`src/rtl/design_41.sv`:
```
// rtl/design_41.sv - registered W-bit adder with one-cycle start/valid handshake.
// Optional DESIGN_41_CARRY_EN adds a registered carry output.
module design_41 #(
    parameter int W = 10
) (
    input  logic         clk,
    input  logic         rst_n,
    input  logic         start,
    input  logic [W-1:0] a,
    input  logic [W-1:0] b,
    output logic [W-1:0] y,
`ifdef DESIGN_41_CARRY_EN
    output logic         carry,
`endif
    output logic         valid
);

    logic [W-1:0] y_d, y_q;
    logic         valid_d, valid_q;
`ifdef DESIGN_41_CARRY_EN
    logic [W:0]   sum;
    logic         carry_d, carry_q;
`else
    logic [W-1:0] sum;
`endif

    // Operands only reach the registers through the start mux, so X on a/b
    // while idle never disturbs the held result.
    always_comb begin
`ifdef DESIGN_41_CARRY_EN
        sum     = {1'b0, a} + {1'b0, b};
        carry_d = carry_q;
`else
        sum     = a + b;
`endif
        y_d     = y_q;
        valid_d = start;
        if (start) begin
            y_d = sum[W-1:0];
`ifdef DESIGN_41_CARRY_EN
            carry_d = sum[W];
`endif
        end
    end

    always_ff @(posedge clk or negedge rst_n) begin
        if (!rst_n) begin
            y_q     <= '0;
            valid_q <= 1'b0;
`ifdef DESIGN_41_CARRY_EN
            carry_q <= 1'b0;
`endif
        end else begin
            y_q     <= y_d;
            valid_q <= valid_d;
`ifdef DESIGN_41_CARRY_EN
            carry_q <= carry_d;
`endif
        end
    end

    assign y     = y_q;
    assign valid = valid_q;
`ifdef DESIGN_41_CARRY_EN
    assign carry = carry_q;
`endif

endmodule

```
`config.mk`:
```
export PLATFORM = sky130hd
export DESIGN_NAME = design_41
export DESIGN_NICKNAME = d
export VERILOG_FILES = /design/src/rtl/design_41.sv
export SDC_FILE = /design/constraint.sdc
export NUM_CORES = 1
export LEC_CHECK = 0
export CAP_MARGIN = 30
export CORE_MARGIN = 5
export CORE_UTILIZATION = 44
export DETAILED_ROUTE_END_ITERATION = 8
export PLACE_DENSITY = 0.83
export REMOVE_ABC_BUFFERS = 1
export SLEW_MARGIN = 20
export SYNTH_ARGS = -nofsm -noshare
export SYNTH_HDL_FRONTEND = slang
export SYNTH_SLANG_ARGS = --single-unit
```
`constraint.sdc`:
```
create_clock -name clk -period 1.1 [get_ports clk]
set_input_delay 0.33 -clock clk [delete_from_list [all_inputs] [get_ports clk]]
set_output_delay 0.33 -clock clk [all_outputs]
set_load 0.05 [all_outputs]
```
==> impl_metrics.env, run 1 <==
export IMPL_status="stopped before the end"
export IMPL_failing_step="global routing (5_1_grt)"
export IMPL_error_line="[ERROR DPL-0038] Utilization greater than 100%, impossible to legalize"
export IMPL_synth_top_cells_by_count="dfrtp_1 (11), ha_1 (9), o21ai_0 (6)"
export IMPL_cts_max_level=1
export IMPL_placementRows=15
export IMPL_numCtsBuffers=3
export IMPL_async_reset_ff_frac=1.00
export IMPL_numClockSinks=11
export IMPL_grt_max_degree=12
export IMPL_ys_ff_latch=11
export IMPL_ys_seq_area_frac=0.344
export IMPL_synthDistinctLibCells=32
export IMPL_clockBufferDepth=2
export IMPL_cts_hold_buf=0
export IMPL_port_buffers=33
export IMPL_grt_worst_endpoint="y[8]$_DFFE_PN0P_/D"
export IMPL_place_hpwl_mm=2.09
export IMPL_die_h_microns=52.7
export IMPL_avgSynthCellArea_sq_um=9.89
export IMPL_dp_cells=154
export IMPL_io_pins=34
export IMPL_synth_edff_count=0
export IMPL_synthFlopType="dfrtp_1"
export IMPL_initial_utilization=0.464
export IMPL_syn_inst=81
export IMPL_ys_warnings_count=0
export IMPL_worst_ep_kind="register input"
export IMPL_root_buffer="clkbuf_4"
export IMPL_synth_area_sq_um=801
export IMPL_die_w_microns=52.7
export IMPL_yosys_area_top_type="dfrtp_1"
export IMPL_place_congestion=0.788
export IMPL_synthTopCellsByArea="dfrtp_1 (34%), ha_1 (14%), mux2_2 (5.6%), xnor2_1 (4.4%), o21ai_0 (3.8%)"
export IMPL_yosys_cell_count_top_type="dfrtp_1"
export IMPL_place_ws_ns=-1.35
export IMPL_synth_top_cell_area_share=0.344
[timing repair]
| item | CTS |
|---|---|
| setup buffers | 14 |
| pin swaps | 28 |
| endpoints found under the setup margin | 21 |
| resized for setup | 94 |
[kinds of logic after synthesis]
| logic type | share of synthesized area |
|---|---|
| simple gates | 0.128 |
| fa+ha+maj | 0.166 |
| mux | 0.0562 |
| xor+xnor | 0.0547 |
| buf+inv | 0.0297 |
| compound gates | 0.222 |
| flops | 0.344 |
[through the flow]
stage | TNS, ns | cell area [sq um]
after detailed placement | -10.22 | 1390
after global placement | -9.50 | 1390
after floorplan | -3.91 | 792
after CTS | -3.54 | 1670
==> run 2: changes to the inputs <==
Settings changed: CORE_AREA from default to 5 5 66 68, CORE_MARGIN 5 to default, CORE_UTILIZATION 44 to default, DIE_AREA from default to 0 0 71 73, PLACE_DENSITY 0.83 to default, PLACE_DENSITY_LB_ADDON from default to 0.15.
==> run 2 against run 1 <==
Compared with the run above:
- the flow now finishes, with violations (negative setup slack)
- area after synthesis stayed put
- synthesized cell count is the same
==> impl_metrics.env, run 2 <==
export IMPL_synthFlopType="dfrtp_1"
export IMPL_slowest_delay_ns=0.41
export IMPL_place_congestion=0.684
export IMPL_wl_met3_microns=95
export IMPL_reg2reg_from="y[8]$_DFFE_PN0P_"
export IMPL_firstDrtPassIters=3
export IMPL_ys_warnings_count=0
export IMPL_regArea_sq_um=275
export IMPL_period_share=1.49
export IMPL_final_common_cell="buf_4"
export IMPL_grt_overflow=0
export IMPL_clk_latency_ns=0.23
export IMPL_clockBufferDepth=2
export IMPL_path_delay_family="adder cells"
export IMPL_setup_viol=21
export IMPL_initial_utilization=0.211
export IMPL_totalWireLength_mm=2.53
export IMPL_start_kind="primary input"
export IMPL_most_common_layout_cells="buf_4 (27), buf_12 (11), dfrtp_1 (11)"
export IMPL_place_hpwl_mm=1.90
export IMPL_multiInputGateArea_sq_um=693
export IMPL_path_max_fanout=2
export IMPL_grt_usage=0.104
export IMPL_syn_inst=81
export IMPL_setup_tns_ns=-3.59
export IMPL_clk_pin_slew_ns=0.05
export IMPL_grt_pass1_wl_mm=4.22
export IMPL_maxCapViolCount=0
export IMPL_fin_util=0.463
export IMPL_antenna_found_initial=0
export IMPL_numClockSinks=11
export IMPL_syn_to_final_growth_pct=120
export IMPL_hold_class="in2async"
export IMPL_relSlewSlack=0.836
export IMPL_synth_top_cell_area_share=0.344
export IMPL_wl_met1_microns=994
export IMPL_arrival_ns=1.76
export IMPL_peakVddDrop_mv=0.414
export IMPL_stdcell_count=197
export IMPL_async_reset_ff_frac=1.00
export IMPL_path_class="in2reg"
export IMPL_vias=853
export IMPL_power_density_nw_per_um2=1270
export IMPL_io_pins=34
export IMPL_drtIter0Drc=16
export IMPL_cts_max_level=1
export IMPL_setup_ws_ns=-0.536
export IMPL_root_buffer="clkbuf_8"
export IMPL_crit_path_end_kind="flop"
export IMPL_path_buf_inv=2
export IMPL_startpoint="b[0]"
export IMPL_crit_chain="buf_6 -> ha_4 -> inv_2 -> fa_2 -> nor2b_4 -> o31a_1 -> o221ai_2 -> xnor2_1 -> mux2_4"
export IMPL_ys_ff_latch=11
export IMPL_grt_pass1_vias=934
export IMPL_numCtsBuffers=3
export IMPL_num_antenna_cells=0
export IMPL_largest_reg_flops=10
export IMPL_finalHoldViolCount=0
export IMPL_top_layer_used="met4"
export IMPL_worst_slew_pin_slew_ns=0.242
export IMPL_dr_wl_met2_mm=1.37
export IMPL_die_w_microns=71
export IMPL_grt_setup_unrepaired="yes"
export IMPL_n_fill_cell=376
export IMPL_synth_top_cells_by_count="dfrtp_1 (11), ha_1 (9), o21ai_0 (6)"
export IMPL_synth_edff_count=0
export IMPL_fmax_mhz=611
export IMPL_grt_max_degree=12
export IMPL_synth_area_sq_um=801
export IMPL_drv_slew=0
export IMPL_ys_seq_area_frac=0.344
export IMPL_die_h_microns=73
export IMPL_period_needed_ns=1.64
export IMPL_dp_cells=180
export IMPL_synthTopCellsByArea="dfrtp_1 (34%), ha_1 (14%), mux2_2 (5.6%), xnor2_1 (4.4%), o21ai_0 (3.8%)"
export IMPL_drive_gt1_frac=0.578
export IMPL_critPathSlowestCell="fa_2"
export IMPL_cts_tree="built"
export IMPL_viasPerCell=4.33
export IMPL_port_buffers=33
export IMPL_die_area_sq_um=5180
export IMPL_wire_per_inst_microns=12.9
export IMPL_drc=0
export IMPL_violations="negative setup slack"
export IMPL_placementRows=23
export IMPL_ant_nets=0
export IMPL_yosys_cell_count_top_type="dfrtp_1"
export IMPL_nets=181
export IMPL_clock_skew_ns=0
export IMPL_synthDistinctLibCells=32
export IMPL_status="finished with violations"
export IMPL_worst_ep_required_time_ns=1.22
export IMPL_avgSynthCellArea_sq_um=9.89
export IMPL_whs_ns=0.390
export IMPL_power_leakage_nw=0.774
export IMPL_yosys_area_top_type="dfrtp_1"
export IMPL_fp_coreArea_sq_um=3800
run 2: metrics by stage:
step	cell area, sq um	setup WS (ns)	total power [mW]
after floorplan	792	-0.760	1.04
after global placement	1430	-1.30	1.61
after detailed placement	1430	-1.33	1.62
after CTS	1720	-0.536	2.21
after global routing	1760	-0.572	2.35
final	1760	-0.536	2.23
run 2: kinds of logic after synthesis:
kind of cell               Yosys count  synth area share
AOI/OAI and AO/OA                   25             0.222
xor gates and xnor gates             5            0.0547
adders and majority gates           10             0.166
buffers and inverters                6            0.0297
DFF                                 11             0.344
muxes                                4            0.0562
and+or+nand+nor                     20             0.128
run 2: path summary, 6_finish.rpt:
check	slack, ns	end	cells after the start
hold / removal	0.39	y[7]$_DFFE_PN0P_	2
hold reg to reg	0.53	y[1]$_DFFE_PN0P_	2
min in group clk	0.43	y[0]$_DFFE_PN0P_	3
setup / recovery	-0.54	y[8]$_DFFE_PN0P_	9
max in group asynchronous	0.56	y[0]$_DFFE_PN0P_	2
setup reg to reg	0.18	y[8]$_DFFE_PN0P_	2
run 2: timing repair:
action	4_1_cts	5_1_grt
hold buffers	0	0
pin swaps	25	10
setup buffers	10	3
setup endpoints to repair	21	21
resized for setup	86	4
hold endpoints to repair	0	0
run 2: area by class of cell:
cell class,instances,share of cell area
multi-input combinational,64,0.394
sequential,11,0.156
inverter,4,0.00853
clock buffer,4,0.0256
timing repair buffer,64,0.380
tap,50,0.0355
run 2: where the power goes:
group          internal, mW  switching (mW)  total [mW]
sequential            0.481          0.0803       0.561
combinational         0.704           0.571        1.28
clock                 0.253           0.140       0.393
total                  1.44           0.791        2.23
run 2: metal layers:
metal / vias to the layer above / global-route usage
met4: 0 / 0.0585
met1: 400 / 0.115
li1: 425 / -
met3: 7 / 0.0138
met2: 21 / 0.192
met5: - / 0
No activity file was read; power rests on OpenSTA's default activity.
